--- src/rtl/adder_issue_queue_pkg.sv ---
// Shared defaults for the adder issue queue and the stallable pipeline adder.
package adder_issue_queue_pkg;

  localparam int ADDER_WIDTH   = 32;
  localparam int ADDER_LATENCY = 4;
  localparam int AIQ_DEPTH     = 4;

  // A queue entry is {a, b, cin}.
  function automatic int fifo_data_w(input int width);
    return 2 * width + 1;
  endfunction

endpackage

--- src/rtl/adder_issue_queue_sync_fifo.sv ---
// Circular FIFO with read/write pointers and occupancy count. No bypass:
// a pushed entry appears at the head no earlier than the next cycle.
module adder_issue_queue_sync_fifo #(
  parameter int DW    = 65,
  parameter int DEPTH = 4
) (
  input  logic                     clk,
  input  logic                     rst,
  input  logic                     push,
  input  logic [DW-1:0]            wr_data,
  input  logic                     pop,
  output logic [DW-1:0]            rd_data,
  output logic [$clog2(DEPTH):0]   count,
  output logic                     full,
  output logic                     empty
);

  localparam int PW = $clog2(DEPTH);
  localparam int CW = PW + 1;

  logic [DW-1:0] mem [DEPTH];
  logic [PW-1:0] wr_ptr, rd_ptr;
  logic [CW-1:0] cnt;
  logic          do_push, do_pop;

  assign full    = (cnt == CW'(DEPTH));
  assign empty   = (cnt == '0);
  assign do_push = push & ~full;
  assign do_pop  = pop & ~empty;
  assign rd_data = mem[rd_ptr];
  assign count   = cnt;

  // Storage array: data only, no reset needed since count gates validity.
  always_ff @(posedge clk) begin
    if (do_push) mem[wr_ptr] <= wr_data;
  end

  // Pointers wrap naturally because DEPTH is a power of two.
  always_ff @(posedge clk) begin
    if (rst) begin
      wr_ptr <= '0;
      rd_ptr <= '0;
      cnt    <= '0;
    end else begin
      if (do_push) wr_ptr <= wr_ptr + 1'b1;
      if (do_pop)  rd_ptr <= rd_ptr + 1'b1;
      case ({do_push, do_pop})
        2'b10:   cnt <= cnt + 1'b1;
        2'b01:   cnt <= cnt - 1'b1;
        default: cnt <= cnt;
      endcase
    end
  end

endmodule

--- src/rtl/adder_issue_queue.sv ---
// Operand issue queue feeding stallable_pipeline_adder, with a tag pipeline
// that mirrors the adder stages to flag when sum/c_out hold a real result.
module adder_issue_queue
  import adder_issue_queue_pkg::*;
#(
  parameter int WIDTH   = ADDER_WIDTH,
  parameter int DEPTH   = AIQ_DEPTH,
  parameter int LATENCY = ADDER_LATENCY
) (
  input  logic                   clk,
  input  logic                   rst,
  input  logic                   in_valid,
  output logic                   in_ready,
  input  logic [WIDTH-1:0]       in_a,
  input  logic [WIDTH-1:0]       in_b,
  input  logic                   in_cin,
  output logic [WIDTH-1:0]       cin_a,
  output logic [WIDTH-1:0]       cin_b,
  output logic                   c_in,
  output logic                   stop,
  input  logic [WIDTH-1:0]       sum,
  input  logic                   c_out,
  output logic                   res_valid,
  input  logic                   res_ready,
  output logic [WIDTH-1:0]       res_sum,
  output logic                   res_cout,
  output logic [$clog2(DEPTH):0] count
);

  localparam int DW = fifo_data_w(WIDTH);
  localparam int CW = $clog2(DEPTH) + 1;

  logic [DW-1:0]      head;
  logic [CW-1:0]      fifo_cnt;
  logic               full, empty;
  logic               push, pop, issue;
  logic [LATENCY-1:0] tag;

  // Reset forces every control output quiet, even before the reset edge
  // has cleared the registers.
  assign in_ready  = ~rst & ~full;
  assign push      = in_valid & in_ready;
  assign issue     = ~rst & ~empty;
  assign stop      = ~rst & tag[LATENCY-1] & ~res_ready;
  assign pop       = issue & ~stop;
  assign res_valid = ~rst & tag[LATENCY-1];
  assign res_sum   = sum;
  assign res_cout  = c_out;
  assign count     = rst ? '0 : fifo_cnt;

  // An empty queue issues a zero bubble rather than stalling.
  assign {cin_a, cin_b, c_in} = issue ? head : '0;

  adder_issue_queue_sync_fifo #(
    .DW    (DW),
    .DEPTH (DEPTH)
  ) u_fifo (
    .clk     (clk),
    .rst     (rst),
    .push    (push),
    .wr_data ({in_a, in_b, in_cin}),
    .pop     (pop),
    .rd_data (head),
    .count   (fifo_cnt),
    .full    (full),
    .empty   (empty)
  );

  // Tag pipeline advances in lockstep with the adder stages.
  always_ff @(posedge clk) begin
    if (rst) begin
      tag <= '0;
    end else if (!stop) begin
      tag[0] <= issue;
      for (int i = 1; i < LATENCY; i++) tag[i] <= tag[i-1];
    end
  end

endmodule

--- config.mk ---
export PLATFORM = sky130hd
export DESIGN_NAME = adder_issue_queue
export DESIGN_NICKNAME = d
export VERILOG_FILES = /design/src/rtl/adder_issue_queue_pkg.sv /design/src/rtl/adder_issue_queue_sync_fifo.sv /design/src/rtl/adder_issue_queue.sv
export SDC_FILE = /design/constraint.sdc
export NUM_CORES = 1
export LEC_CHECK = 0
export CORE_MARGIN = 2
export CORE_UTILIZATION = 50
export DETAILED_ROUTE_END_ITERATION = 10
export PLACE_DENSITY = 0.77
export SLEW_MARGIN = 10
export SYNTH_ARGS = -nofsm -noshare
export SYNTH_HDL_FRONTEND = slang
export SYNTH_SLANG_ARGS = --single-unit
--- constraint.sdc ---
create_clock -name clk -period 4 [get_ports clk]
set_input_delay 0.4 -clock clk [delete_from_list [all_inputs] [get_ports clk]]
set_output_delay 0.4 -clock clk [all_outputs]
set_load 0.01 [all_outputs]
Yosys cells after proc, flatten, opt, wreduce, memory -nomap -nowiden --
Memories as Yosys holds them, arrays and structs flattened. A register that Yosys moved wholly into a read port is not among the register bits. Index checks and enable logic that the tools add are counted.
Operators by class: $add $sub $neg 4, equality and inequality tests 3, mux-type cells 7, bitwise logic cells 13, reductions and logical operators 2
Operators with widths (number):
- $mux 65 | 1
- $and 1x1->1 | 8
- $pmux 3 s2 | 1
- $not 1->1 | 5
- $add 2x1->2 const B | 2
- $mux 2 | 2
- $add 3x1->3 const B | 1
- $eq 3x3->1 const B | 1
- $logic_not 3->1 | 1
- $mux 3 | 1
- $sub 3x1->3 const B | 1
- $eq 2x1->1 const B | 1
- $eq 2x2->1 const B | 1
- $mux 1 | 2
- $reduce_bool 2->1 | 1
Word-level totals: register bits after elaboration 11, memory bits (writable) 260, output and inout port bits 104, memories kept 1
Memory list:
- u_fifo.mem | words 4, bits a word 65, rd ports 1, clocked after memory_dff 1, write ports 1, line adder_issue_queue_sync_fifo.sv:21 | logic [DW-1:0] mem [DEPTH];

Logic depth before layout (Yosys ltp) --
Gate-level depths: netlist of run 1.
depth in word-level cells 8, depth in mapped cells 11, mapped depth without buffers 9

Modules after synthesis --
A second synthesis of run 1 with hierarchy kept.
Unflattened totals: cell total of the unflattened synthesis 521, area total of the unflattened synthesis 10831.6 um2
By module, submodules not included:
- adder_issue_queue_sync_fifo | times used 1, cells each 393, area an instance 9900.7 um2, seq. area each 7987.7 um2
- adder_issue_queue | times used 1, cells each 128, area an instance 930.9 um2, seq. area each 80.1 um2

Worst setup path before layout of run 1 --
Ideal clock, no wire load.
path type input to register, start input port rst, end memory u_fifo.mem[0][0] (enable), setup time 0.430 ns, data arrival time 2.393 ns, path slack 1.177 ns, stages on the path 3, buffers on the path 1, path through buf_2 > nor2b_1 > and3_1
Between the ends: cells in the longest elaborated chain, start to end 6
RTL lines:
- start: declaration | line adder_issue_queue.sv:11 | input logic rst,
- $not 1->1 | line adder_issue_queue.sv:41 | assign in_ready = ~rst & ~full;
- $and 1x1->1 | line adder_issue_queue.sv:41
- $and 1x1->1 | line adder_issue_queue.sv:42 | assign push = in_valid & in_ready;
- $and 1x1->1 | line adder_issue_queue_sync_fifo.sv:28 | assign do_push = push & ~full;
- $mux 1 | line adder_issue_queue_sync_fifo.sv:35 | if (do_push) mem[wr_ptr] <= wr_data;
- $mux 1 (implied by the code) | line adder_issue_queue_sync_fifo.sv:35
- end: declaration | line adder_issue_queue_sync_fifo.sv:21
Every way passes these cells.

Final worst setup path of run 1 --
start register u_fifo.cnt[0], in the netlist u_fifo.count[0], end output port cin_b[18]
Between the ends: cells in the longest elaborated chain, start to end 4
RTL lines:
- start: declaration | line adder_issue_queue_sync_fifo.sv:23 | logic [CW-1:0] cnt;
- start signal: assignment | line adder_issue_queue_sync_fifo.sv:48 | 2'b10: cnt <= cnt + 1'b1;
- start signal: assignment | line adder_issue_queue_sync_fifo.sv:49 | 2'b01: cnt <= cnt - 1'b1;
- start signal: assignment | line adder_issue_queue_sync_fifo.sv:50 | default: cnt <= cnt;
- $logic_not 3->1 | line adder_issue_queue_sync_fifo.sv:27 | assign empty = (cnt == '0);
- $not 1->1 | line adder_issue_queue.sv:43 | assign issue = ~rst & ~empty;
- $and 1x1->1 | line adder_issue_queue.sv:43
- $mux 65 | line adder_issue_queue.sv:52 | assign {cin_a, cin_b, c_in} = issue ? head : '0;
- end: declaration | line adder_issue_queue.sv:18 | output logic [WIDTH-1:0] cin_b,
Every way passes these cells.

==> results of run 1 <==
==> metrics by stage <==
stage | hold WS, ns | area [µm²] | cells | power (W)
final | 0.488 | 13100 | 932 | 0.00773
after global routing | 0.500 | 13100 | 932 | 0.00807
after global placement | 0.438 | 12200 | 885 | 0.00530
after floorplan | 0.434 | 10700 | 519 | 0.00468
after detailed placement | 0.468 | 12200 | 885 | 0.00536
after CTS | 0.481 | 13100 | 932 | 0.00784
==> report_power, final <==
part / internal [W] / leakage, nW / switching (W) / total [W]
logic: 0.00105 / 1.22 / 0.000732 / 0.00178
registers: 0.00331 / 2.47 / 0.000168 / 0.00348
clock network: 0.00149 / 0.416 / 0.000981 / 0.00247
total: 0.00585 / 4.11 / 0.00188 / 0.00773
==> layout make-up <==
cell class / instances / share of cell area
clock buffers: 33 / 0.0533
flip-flops and latches: 273 / 0.616
inverters: 7 / 0.00201
clock inverters: 14 / 0.0129
repair buffers: 150 / 0.117
multi-input cells: 180 / 0.172
well taps: 275 / 0.0263
==> logic make-up (layout without fill, tap and decap cells) <==
group                      Yosys count  count (layout)  share of synthesized area
DFF                                273             273                      0.751
and+or+nand+nor                     96              96                     0.0544
muxes                               69              69                      0.140
buffers and inverters               66             204                     0.0416
AOI/OAI and AO/OA                    7               7                    0.00419
adders and majority gates            6               6                    0.00768
xor gates and xnor gates             2               2                    0.00163
==> metal layers <==
metal / vias to the layer above / global-route usage / part of all wire
met5: - / 0 / 0
met4: 0 / 0.0584 / 0.029
met3: 56 / 0.0321 / 0.050
met2: 155 / 0.306 / 0.53
met1: 2568 / 0.215 / 0.40
li1: 2260 / - / -
==> layout by cell type (no fill, tap or decap) <==
cell type / count
buf_4: 6
mux2i_1: 4
a211oi_1: 1
nor2_1: 9
a21oi_1: 2
xor2_1: 2
ha_1: 5
and3_4: 4
clkinv_1: 5
inv_1: 7
or2_2: 1
o21ai_0: 1
o31ai_1: 2
clkdlybuf4s50_1: 139
nand3b_1: 1
dfxtp_1: 11
edfxtp_1: 260
a21o_1: 1
nor2b_1: 71
or4_1: 2
or3_1: 1
clkinv_2: 3
and2_4: 1
or3b_1: 1
clkbuf_1: 6
nand3_1: 1
nand2b_1: 1
fa_1: 1
nand2_1: 2
clkinvlp_4: 2
dfxtp_4: 2
mux4_2: 65
clkbuf_16: 27
buf_12: 5
bufinv_16: 4
nor3_2: 1
==> worst register-to-register path, delay by kind of cell, from the launching register on <==
kind / cells / cell delay [ns]
simple gates: 4 / 1.20
fa+ha+maj: 2 / 0.55
flops: 1 / 0.37
xor+xnor: 1 / 0.17
buf+inv: 2 / 0.12
==> state kept, by name, indices dropped and copies added (netlist names), named ones only <==
| register | cells |
|---|---|
| u_fifo.rd_ptr | 2 |
| u_fifo.wr_ptr | 2 |
| u_fifo.mem | 260 |
| tag | 4 |
| u_fifo.count | 3 |
==> final timing paths <==
path | endpoint | slack (ns) | cells past startpoint
max | cin_b[18] | 0.64 | 5
min | tag[0]$_SDFFE_PP0N_ | 0.49 | 2
max reg2reg | u_fifo.count[2]$_SDFFE_PP0P_ | 1.53 | 9
min reg2reg | tag[0]$_SDFFE_PP0N_ | 0.49 | 2
==> run_summary.xml, run 1 <==
<?xml version="1.0" encoding="UTF-8"?>
<metrics>
  <group name="status">
    <metric name="outcome" unit="">completed</metric>
  </group>
  <group name="power_and_ir_drop">
    <metric name="powerDensity" unit="nW/µm²">590</metric>
    <metric name="peakVddDrop" unit="mV">0.432</metric>
    <metric name="power.static_leakage" unit="nW">4.11</metric>
  </group>
  <group name="clock_network">
    <metric name="holdBufCountCts" unit="">0</metric>
    <metric name="cts.htree.levels" unit="">1</metric>
    <metric name="root_buffer" unit="">clkbuf_16</metric>
    <metric name="post-cts-setup-buffer-count" unit="">0</metric>
    <metric name="cts_buffers" unit="">27</metric>
    <metric name="clockBufferDepth" unit="">3</metric>
    <metric name="tritoncts" unit="">yes</metric>
    <metric name="post_cts_sizing" unit="">0</metric>
    <metric name="clock_insertion_delay_worst_skew" unit="ns">0.52</metric>
    <metric name="cts.clk_slew.worst_paths" unit="ns">0.06</metric>
    <metric name="cts.sinks" unit="">273</metric>
  </group>
  <group name="layout">
    <metric name="num-nets-final" unit="">747</metric>
    <metric name="area_delta_synth_final" unit="%">21.9</metric>
    <metric name="diodes" unit="">0</metric>
    <metric name="seqCellArea" unit="µm²">8080</metric>
    <metric name="multi_input_comb_area" unit="µm²">2250</metric>
    <metric name="post-route-util" unit="">0.621</metric>
    <metric name="post_route_cells_drive_above_1_share" unit="">0.184</metric>
    <metric name="filler_cell_count" unit="">1467</metric>
  </group>
  <group name="synth">
    <metric name="synth-seq-cells" unit="">273</metric>
    <metric name="yosys_warnings" unit="">0</metric>
    <metric name="netlist_top_cells_area" unit="">edfxtp_1, mux4_2, nor2b_1, dfxtp_1, buf_4</metric>
    <metric name="synth_commonest_cells" unit="">edfxtp_1, nor2b_1, mux4_2, buf_4, dfxtp_1</metric>
    <metric name="async_reset_ff_frac" unit="">0</metric>
    <metric name="synth_seq_area_share" unit="">0.751</metric>
    <metric name="netlist_area" unit="µm²">10700</metric>
    <metric name="synthesis.area_per_instance" unit="µm²">20.7</metric>
    <metric name="postSynth.topFlopCell" unit="">edfxtp_1</metric>
    <metric name="synth_largest_area_cell" unit="">edfxtp_1</metric>
    <metric name="synth.net_count" unit="">627</metric>
    <metric name="leading_cell_type_by_number_of_instances_after_synthesis" unit="">edfxtp_1</metric>
    <metric name="synth_cell_type_count" unit="">30</metric>
    <metric name="synth_top_area_frac" unit="">0.726</metric>
    <metric name="postSynthCellCount" unit="">519</metric>
    <metric name="synth_edf_count" unit="">260</metric>
  </group>
  <group name="critical_path">
    <metric name="critPathKind" unit="">reg2out</metric>
    <metric name="crit_path_top_delay_cell" unit="">or2_2</metric>
    <metric name="worst-path-buf-inv" unit="">2</metric>
    <metric name="timing.critical_path.fanout_max" unit="">37</metric>
    <metric name="crit_start" unit="">u_fifo.count[0]$_SDFFE_PP0P_</metric>
    <metric name="crit_chain" unit="">nor3_2 -&gt; or2_2 -&gt; buf_4 -&gt; nor2b_1 -&gt; clkdlybuf4s50_1</metric>
    <metric name="max_stage_delay" unit="ns">0.73</metric>
    <metric name="critPathLaunchType" unit="">flop</metric>
    <metric name="path_delay_family" unit="">simple AND/OR/NAND/NOR gates</metric>
    <metric name="worst-endpoint-required" unit="ns">3.60</metric>
    <metric name="end_kind" unit="">output port</metric>
    <metric name="worstReg2RegStart" unit="">u_fifo.count[2]$_SDFFE_PP0P_</metric>
    <metric name="critPathArrivalTime" unit="ns">2.96</metric>
  </group>
  <group name="sta">
    <metric name="finalWorstPathRequiredPeriod" unit="ns">3.36</metric>
    <metric name="slew_headroom" unit="">0.354</metric>
    <metric name="final.setup_skew" unit="ns">0.0145</metric>
    <metric name="setup_total_negative_slack" unit="ns">0</metric>
    <metric name="setup_repair_after_global_routing_missed_its_margin" unit="">no</metric>
    <metric name="timing.final.max_slew_violations" unit="">0</metric>
    <metric name="final_hold_viol_count" unit="">0</metric>
    <metric name="timing.final.setup_violations" unit="">0</metric>
    <metric name="final_min_period_over_clock_period" unit="">0.841</metric>
    <metric name="max_slew.worst_pin.slew" unit="ns">0.970</metric>
    <metric name="finalWorstSetupSlack" unit="ns">0.636</metric>
    <metric name="fmaxAchievable" unit="GHz">0.297</metric>
  </group>
  <group name="die">
    <metric name="design.portCount" unit="">206</metric>
    <metric name="initial_utilization" unit="">0.510</metric>
    <metric name="num_rows" unit="">53</metric>
    <metric name="die_width" unit="µm">151</metric>
    <metric name="area_of_the_die" unit="µm²">22700</metric>
    <metric name="fp.coreArea" unit="µm²">21100</metric>
    <metric name="die_height" unit="µm">151</metric>
  </group>
  <group name="grt">
    <metric name="grt_remaining_overflow" unit="">0</metric>
    <metric name="grt_start_max_net_pins" unit="">66</metric>
    <metric name="grtUsageTotal" unit="">0.173</metric>
    <metric name="grt_first_pass_wirelength" unit="µm">29600</metric>
    <metric name="grt_pass1_vias" unit="">5466</metric>
    <metric name="antenna_found_initial" unit="">0</metric>
  </group>
  <group name="route">
    <metric name="totalWireLength" unit="µm">19600</metric>
    <metric name="detail_route.iter0.violations" unit="">278</metric>
    <metric name="drtAntennaViolNets" unit="">0</metric>
    <metric name="detailroute.via_count" unit="">5039</metric>
    <metric name="post-route-drc-count" unit="">0</metric>
    <metric name="routed_wirelength_normalized_by_instance_count" unit="µm">21.0</metric>
    <metric name="route.detailed.vias_per_inst" unit="">5.41</metric>
    <metric name="detailedRoute.firstPassIterationCount" unit="">4</metric>
  </group>
  <group name="placement">
    <metric name="finalWeightedCongestion" unit="">0.734</metric>
    <metric name="port_buffers" unit="">139</metric>
    <metric name="dp_hpwl" unit="µm">11600</metric>
    <metric name="dp_worst_setup_slack" unit="ns">0.873</metric>
  </group>
  <group name="min_path">
    <metric name="worst_hold_check_path_type" unit="">reg2reg</metric>
    <metric name="hold_path_startpoint" unit="">tag[0]$_SDFFE_PP0N_</metric>
  </group>
  <group name="run">
    <metric name="maxCapViolCount" unit="">0</metric>
  </group>
</metrics>
No activity file was read; power rests on OpenSTA's default activity.
==> run 2, diff against run 1 <==
--- a/config.mk
+++ b/config.mk
@@ -6,9 +6,9 @@
 export NUM_CORES = 1
 export LEC_CHECK = 0
 export CORE_MARGIN = 2
-export CORE_UTILIZATION = 50
+export CORE_UTILIZATION = 47
 export DETAILED_ROUTE_END_ITERATION = 10
-export PLACE_DENSITY = 0.77
+export PLACE_DENSITY = 0.76
 export SLEW_MARGIN = 10
 export SYNTH_ARGS = -nofsm -noshare
 export SYNTH_HDL_FRONTEND = slang
==> constraint.sdc (replaced) <==
create_clock -name clk -period 2.8 [get_ports clk]
set_input_delay 0.28 -clock clk [delete_from_list [all_inputs] [get_ports clk]]
set_output_delay 0.28 -clock clk [all_outputs]
set_load 0.01 [all_outputs]
==> run_summary.xml, run 2 (synthesis results as in run 1) <==
<?xml version="1.0" encoding="UTF-8"?>
<metrics>
  <group name="clock_network">
    <metric name="cts_buffers" unit="">27</metric>
    <metric name="clockBufferDepth" unit="">3</metric>
    <metric name="cts.clk_slew.worst_paths" unit="ns">0.07</metric>
    <metric name="holdBufCountCts" unit="">0</metric>
    <metric name="cts.sinks" unit="">273</metric>
    <metric name="tritoncts" unit="">yes</metric>
    <metric name="cts.htree.levels" unit="">1</metric>
    <metric name="root_buffer" unit="">clkbuf_16</metric>
    <metric name="clock_insertion_delay_worst_skew" unit="ns">0.53</metric>
  </group>
  <group name="grt">
    <metric name="grt_first_pass_wirelength" unit="µm">30600</metric>
    <metric name="grt_start_max_net_pins" unit="">66</metric>
    <metric name="grt_pass1_vias" unit="">5561</metric>
    <metric name="grtUsageTotal" unit="">0.165</metric>
    <metric name="antenna_found_initial" unit="">0</metric>
    <metric name="grt_remaining_overflow" unit="">0</metric>
  </group>
  <group name="sta">
    <metric name="slew_headroom" unit="">0.658</metric>
    <metric name="final_hold_viol_count" unit="">0</metric>
    <metric name="setup_total_negative_slack" unit="ns">0</metric>
    <metric name="timing.final.setup_violations" unit="">0</metric>
    <metric name="final.setup_skew" unit="ns">0.0203</metric>
    <metric name="fin_hold_ws" unit="ns">0.388</metric>
    <metric name="fmaxAchievable" unit="GHz">0.370</metric>
    <metric name="final_min_period_over_clock_period" unit="">0.965</metric>
    <metric name="max_slew.worst_pin.slew" unit="ns">0.513</metric>
    <metric name="setup_repair_after_global_routing_missed_its_margin" unit="">no</metric>
    <metric name="timing.final.max_slew_violations" unit="">0</metric>
    <metric name="finalWorstPathRequiredPeriod" unit="ns">2.70</metric>
  </group>
  <group name="die">
    <metric name="fp.coreArea" unit="µm²">22600</metric>
    <metric name="initial_utilization" unit="">0.476</metric>
    <metric name="design.portCount" unit="">206</metric>
    <metric name="num_rows" unit="">55</metric>
    <metric name="die_height" unit="µm">155</metric>
    <metric name="die_width" unit="µm">155</metric>
    <metric name="area_of_the_die" unit="µm²">24100</metric>
  </group>
  <group name="layout">
    <metric name="largest_register_ffs" unit="">260</metric>
    <metric name="seqCellArea" unit="µm²">8080</metric>
    <metric name="final_cell_mix" unit="">edfxtp_1, clkdlybuf4s50_1, nor2b_1, mux4_2, clkbuf_16</metric>
    <metric name="mostFrequentLayoutCell" unit="">edfxtp_1</metric>
    <metric name="num-nets-final" unit="">757</metric>
    <metric name="finish.instance_area" unit="µm²">13200</metric>
    <metric name="largest-register" unit="">u_fifo.mem</metric>
    <metric name="layoutNonFillerInstCount" unit="">954</metric>
    <metric name="filler_cell_count" unit="">1638</metric>
    <metric name="multi_input_comb_area" unit="µm²">2250</metric>
    <metric name="post_route_cells_drive_above_1_share" unit="">0.201</metric>
    <metric name="area_delta_synth_final" unit="%">23.2</metric>
  </group>
  <group name="route">
    <metric name="route.detailed.vias_per_inst" unit="">5.35</metric>
    <metric name="routed_wirelength_normalized_by_instance_count" unit="µm">20.6</metric>
    <metric name="detailedRoute.firstPassIterationCount" unit="">4</metric>
    <metric name="totalWireLength" unit="µm">19600</metric>
    <metric name="detailroute.wirelength.met3" unit="µm">1450</metric>
    <metric name="post-route-drc-count" unit="">0</metric>
    <metric name="drtAntennaViolNets" unit="">0</metric>
    <metric name="detailroute.via_count" unit="">5104</metric>
    <metric name="routed-wl-met2" unit="µm">9840</metric>
    <metric name="wl_met1" unit="µm">7900</metric>
    <metric name="detail_route.iter0.violations" unit="">242</metric>
    <metric name="highest_routed_layer" unit="">met4</metric>
  </group>
  <group name="critical_path">
    <metric name="timing.rr.end" unit="">u_fifo.count[2]$_SDFFE_PP0P_</metric>
    <metric name="worst-endpoint-required" unit="ns">2.52</metric>
    <metric name="r2r_slack" unit="ns">0.32</metric>
    <metric name="critPathArrivalTime" unit="ns">2.42</metric>
    <metric name="critPathLaunchType" unit="">flop</metric>
    <metric name="critPathKind" unit="">reg2out</metric>
    <metric name="end_kind" unit="">output port</metric>
    <metric name="ff2ff_path_depth" unit="">9</metric>
    <metric name="timing.critical_path.fanout_max" unit="">17</metric>
    <metric name="worstReg2RegStart" unit="">u_fifo.count[2]$_SDFFE_PP0P_</metric>
  </group>
  <group name="power_and_ir_drop">
    <metric name="power.static_leakage" unit="nW">4.18</metric>
    <metric name="finalPower" unit="W">0.0110</metric>
    <metric name="powerDensity" unit="nW/µm²">832</metric>
    <metric name="peakVddDrop" unit="mV">0.486</metric>
  </group>
  <group name="min_path">
    <metric name="hold_path_startpoint" unit="">in_b[1]</metric>
    <metric name="min_delay_worst_endpoint" unit="">u_fifo.mem[2][2]$_DFFE_PP_</metric>
    <metric name="worstHoldPathCells" unit="">1</metric>
    <metric name="worst_hold_check_path_type" unit="">in2reg</metric>
  </group>
  <group name="status">
    <metric name="outcome" unit="">completed</metric>
  </group>
  <group name="placement">
    <metric name="finalWeightedCongestion" unit="">0.720</metric>
    <metric name="port_buffers" unit="">139</metric>
    <metric name="dp_hpwl" unit="µm">11800</metric>
    <metric name="dpl.cell_count" unit="">904</metric>
    <metric name="placed_area" unit="µm²">12400</metric>
  </group>
  <group name="run">
    <metric name="maxCapViolCount" unit="">0</metric>
  </group>
</metrics>
run 2: changes by cell type in the layout (fill, tap and decap cells not counted), sizes merged:
cell	previous run	this run
buf	11	21
inv	7	8
clkinv	8	12
bufinv	4	2
clkbuf	33	32
clkinvlp	2	1
diode	0	1
run 2: worst max-delay path, stage by stage (launching register included):
cell             delay, ns
dfxtp_4               0.52
buf_4                 0.33
mux4_2                0.37
nor2b_1               0.15
clkdlybuf4s50_1       0.51
run 2: area by class of cell:
type | count | share of cell area
clock inverters | 16 | 0.0101
inverters | 7 | 0.00199
multi-input cells | 180 | 0.170
repair buffers | 160 | 0.127
well taps | 285 | 0.0269
diodes | 1 | 0.000189
clock buffers | 32 | 0.0532
flip-flops and latches | 273 | 0.610
run 2: worst max path at each step:
| stage | slack (ns) | startpoint | end |
|---|---|---|---|
| 3_5_place_dp | 0.18 | rst | cin_a[22] |
| 4_1_cts | 0.02 | flop | cin_a[19] |
| 2_1_floorplan | 0.1 | rst | u_fifo.mem[0][0]$_DFFE_PP_ |
| 5_1_grt | 0.007 | flop | cin_b[26] |
| 3_3_place_gp | 0.22 | rst | cin_a[22] |
| 6_report | 0.1 | flop | cin_b[26] |
run 2: layer usage:
metal,up-vias,track usage
li1,2269,-
met1,2625,0.209
met2,164,0.284
met3,46,0.0379
met4,0,0.0546
met5,-,0
run 2: stage by stage:
step | util | setup slack, ns
global placement | 0.547 | 0.216
floorplan | - | 0.0969
CTS | 0.586 | 0.0198
finish | 0.586 | 0.0984
detailed placement | 0.547 | 0.181
global route | 0.586 | 0.00664
run 2: repair_timing:
item / CTS / global route
setup buffers: 0 / 0
resized for setup: 2 / 2
hold endpoints to repair: 0 / 0
pin swaps: 0 / 0
endpoints found under the setup margin: 20 / 24
cloned: 1 / 0
run 2: power breakdown:
part           leakage [nW]  switching [W]  internal [W]  total (W)
combinational          1.30        0.00122       0.00157    0.00279
clock                 0.413        0.00140       0.00197    0.00337
sequential             2.47       0.000113       0.00473    0.00485
==> run 3, diff against run 2 <==
--- a/config.mk
+++ b/config.mk
@@ -6,9 +6,9 @@
 export NUM_CORES = 1
 export LEC_CHECK = 0
 export CORE_MARGIN = 2
-export CORE_UTILIZATION = 47
+export CORE_UTILIZATION = 40
 export DETAILED_ROUTE_END_ITERATION = 10
-export PLACE_DENSITY = 0.76
+export PLACE_DENSITY = 0.67
 export SLEW_MARGIN = 10
 export SYNTH_ARGS = -nofsm -noshare
 export SYNTH_HDL_FRONTEND = slang
==> run_summary.xml, run 3 (synthesis results as in run 1) <==
<?xml version="1.0" encoding="UTF-8"?>
<metrics>
  <group name="layout">
    <metric name="finish.instance_area" unit="µm²">13300</metric>
    <metric name="post_route_cells_drive_above_1_share" unit="">0.206</metric>
    <metric name="largest-register" unit="">u_fifo.mem</metric>
    <metric name="num-nets-final" unit="">760</metric>
    <metric name="area_delta_synth_final" unit="%">24.0</metric>
    <metric name="seqCellArea" unit="µm²">8080</metric>
    <metric name="final_cell_mix" unit="">edfxtp_1, clkdlybuf4s50_1, nor2b_1, mux4_2, clkbuf_16</metric>
    <metric name="mostFrequentLayoutCell" unit="">edfxtp_1</metric>
    <metric name="multi_input_comb_area" unit="µm²">2260</metric>
    <metric name="diodes" unit="">0</metric>
    <metric name="filler_cell_count" unit="">2126</metric>
    <metric name="largest_register_ffs" unit="">260</metric>
  </group>
  <group name="critical_path">
    <metric name="timing.critical_path.fanout_max" unit="">15</metric>
    <metric name="critPathArrivalTime" unit="ns">2.47</metric>
    <metric name="end_kind" unit="">output port</metric>
    <metric name="critPathLaunchType" unit="">flop</metric>
    <metric name="worst-endpoint-required" unit="ns">2.52</metric>
    <metric name="critPathKind" unit="">reg2out</metric>
  </group>
  <group name="sta">
    <metric name="max_slew.worst_pin.slew" unit="ns">0.521</metric>
    <metric name="fmaxAchievable" unit="GHz">0.364</metric>
    <metric name="timing.final.max_slew_violations" unit="">0</metric>
    <metric name="finalWorstPathRequiredPeriod" unit="ns">2.75</metric>
    <metric name="final_hold_viol_count" unit="">0</metric>
    <metric name="final.setup_skew" unit="ns">0.0147</metric>
    <metric name="fin_hold_ws" unit="ns">0.386</metric>
    <metric name="slew_headroom" unit="">0.652</metric>
    <metric name="final_min_period_over_clock_period" unit="">0.981</metric>
    <metric name="timing.final.setup_violations" unit="">0</metric>
    <metric name="setup_repair_after_global_routing_missed_its_margin" unit="">yes</metric>
  </group>
  <group name="route">
    <metric name="detailedRoute.firstPassIterationCount" unit="">4</metric>
    <metric name="totalWireLength" unit="µm">20700</metric>
    <metric name="detail_route.iter0.violations" unit="">342</metric>
    <metric name="post-route-drc-count" unit="">0</metric>
    <metric name="drtAntennaViolNets" unit="">0</metric>
    <metric name="routed_wirelength_normalized_by_instance_count" unit="µm">20.4</metric>
    <metric name="route.detailed.vias_per_inst" unit="">5.10</metric>
    <metric name="detailroute.via_count" unit="">5172</metric>
  </group>
  <group name="power_and_ir_drop">
    <metric name="power.static_leakage" unit="nW">4.21</metric>
    <metric name="peakVddDrop" unit="mV">0.466</metric>
    <metric name="powerDensity" unit="nW/µm²">836</metric>
  </group>
  <group name="clock_network">
    <metric name="cts.clk_slew.worst_paths" unit="ns">0.06</metric>
    <metric name="tritoncts" unit="">yes</metric>
    <metric name="clockBufferDepth" unit="">3</metric>
    <metric name="cts_buffers" unit="">29</metric>
    <metric name="cts.sinks" unit="">273</metric>
    <metric name="root_buffer" unit="">clkbuf_16</metric>
    <metric name="holdBufCountCts" unit="">0</metric>
    <metric name="clock_insertion_delay_worst_skew" unit="ns">0.53</metric>
    <metric name="cts.htree.levels" unit="">1</metric>
  </group>
  <group name="grt">
    <metric name="antenna_found_initial" unit="">0</metric>
    <metric name="grt_first_pass_wirelength" unit="µm">31700</metric>
    <metric name="grt_pass1_vias" unit="">5613</metric>
    <metric name="grt_start_max_net_pins" unit="">38</metric>
    <metric name="grtUsageTotal" unit="">0.145</metric>
    <metric name="grt_remaining_overflow" unit="">0</metric>
  </group>
  <group name="die">
    <metric name="design.portCount" unit="">206</metric>
    <metric name="die_height" unit="µm">168</metric>
    <metric name="initial_utilization" unit="">0.403</metric>
    <metric name="num_rows" unit="">60</metric>
    <metric name="fp.coreArea" unit="µm²">26700</metric>
    <metric name="area_of_the_die" unit="µm²">28200</metric>
    <metric name="die_width" unit="µm">168</metric>
  </group>
  <group name="placement">
    <metric name="dp_hpwl" unit="µm">12400</metric>
    <metric name="placed_area" unit="µm²">12400</metric>
    <metric name="finalWeightedCongestion" unit="">0.720</metric>
    <metric name="port_buffers" unit="">139</metric>
  </group>
  <group name="min_path">
    <metric name="worst_hold_check_path_type" unit="">in2reg</metric>
  </group>
  <group name="status">
    <metric name="outcome" unit="">completed</metric>
  </group>
  <group name="run">
    <metric name="maxCapViolCount" unit="">0</metric>
  </group>
</metrics>
[run 3: changes by cell type in the layout (fill, tap and decap cells not counted), sizes merged]
| cell | before | now |
|---|---|---|
| diode | 1 | 0 |
| clkinvlp | 1 | 0 |
| clkinv | 12 | 15 |
| bufbuf | 0 | 1 |
| clkbuf | 32 | 35 |
| clkdlybuf4s50 | 139 | 138 |
| inv | 8 | 9 |
| bufinv | 2 | 1 |
| dlygate4sd2 | 0 | 1 |
[run 3: stage by stage]
step	setup TNS (ns)	total power, W	utilization	worst slack (ns)	cells
final	0	0.0111	0.500	0.0525	1015
after global routing	-0.904	0.0116	0.500	-0.0650	1015
after CTS	0	0.0113	0.500	0.00236	1015
after detailed placement	0	0.00770	0.465	0.106	959
after global placement	0	0.00764	0.465	0.201	959
after floorplan	0	0.00668	-	0.0969	519
[run 3: critical path: stages, from the launching register on]
cell and delay [ns]:
dfxtp_4 0.44, bufbuf_16 0.36, mux4_2 0.50, nor2b_1 0.14, clkdlybuf4s50_1 0.50
[run 3: final timing paths]
check / from / endpoint / slack (ns) / cells after the start
worst max-delay path: flop / cin_b[14] / 0.05 / 4
worst min-delay path: in_b[14] / u_fifo.mem[0][15]$_DFFE_PP_ / 0.39 / 1
worst max register to register: u_fifo.count[2]$_SDFFE_PP0P_ / u_fifo.count[2]$_SDFFE_PP0P_ / 0.34 / 9
worst min register to register: u_fifo.rd_ptr[0]$_SDFFE_PP0P_ / flop / 0.47 / 1
[run 3: repair_timing]
item | CTS | global route
setup buffers | 2 | 0
setup endpoints to repair | 55 | 28
gates resized for setup | 2 | 1
gates cloned | 1 | 0
[run 3: report_power, final]
| part | switching, W | total (W) | internal, W |
|---|---|---|---|
| Sequential | 0.000123 | 0.00486 | 0.00473 |
| Clock | 0.00148 | 0.00347 | 0.00199 |
| Combinational | 0.00121 | 0.00281 | 0.00160 |
| Total | 0.00281 | 0.0111 | 0.00833 |
[run 3: cell type report]
| cell class | instances | area share |
|---|---|---|
| Clock buffer | 35 | 0.0562 |
| Clock inverter | 18 | 0.00873 |
| Inverter | 7 | 0.00197 |
| Multi-Input combinational cell | 180 | 0.169 |
| Sequential cell | 273 | 0.606 |
| Tap cell | 341 | 0.0320 |
| Timing Repair Buffer | 161 | 0.126 |
[run 3: layer usage]
metal  global-route usage  part of all wire  vias up
li1                     -                 -     2283
met1                0.186              0.43     2708
met2                0.253              0.50      145
met3               0.0320             0.055       36
met4               0.0389             0.017        0
met5                    0                 0        -
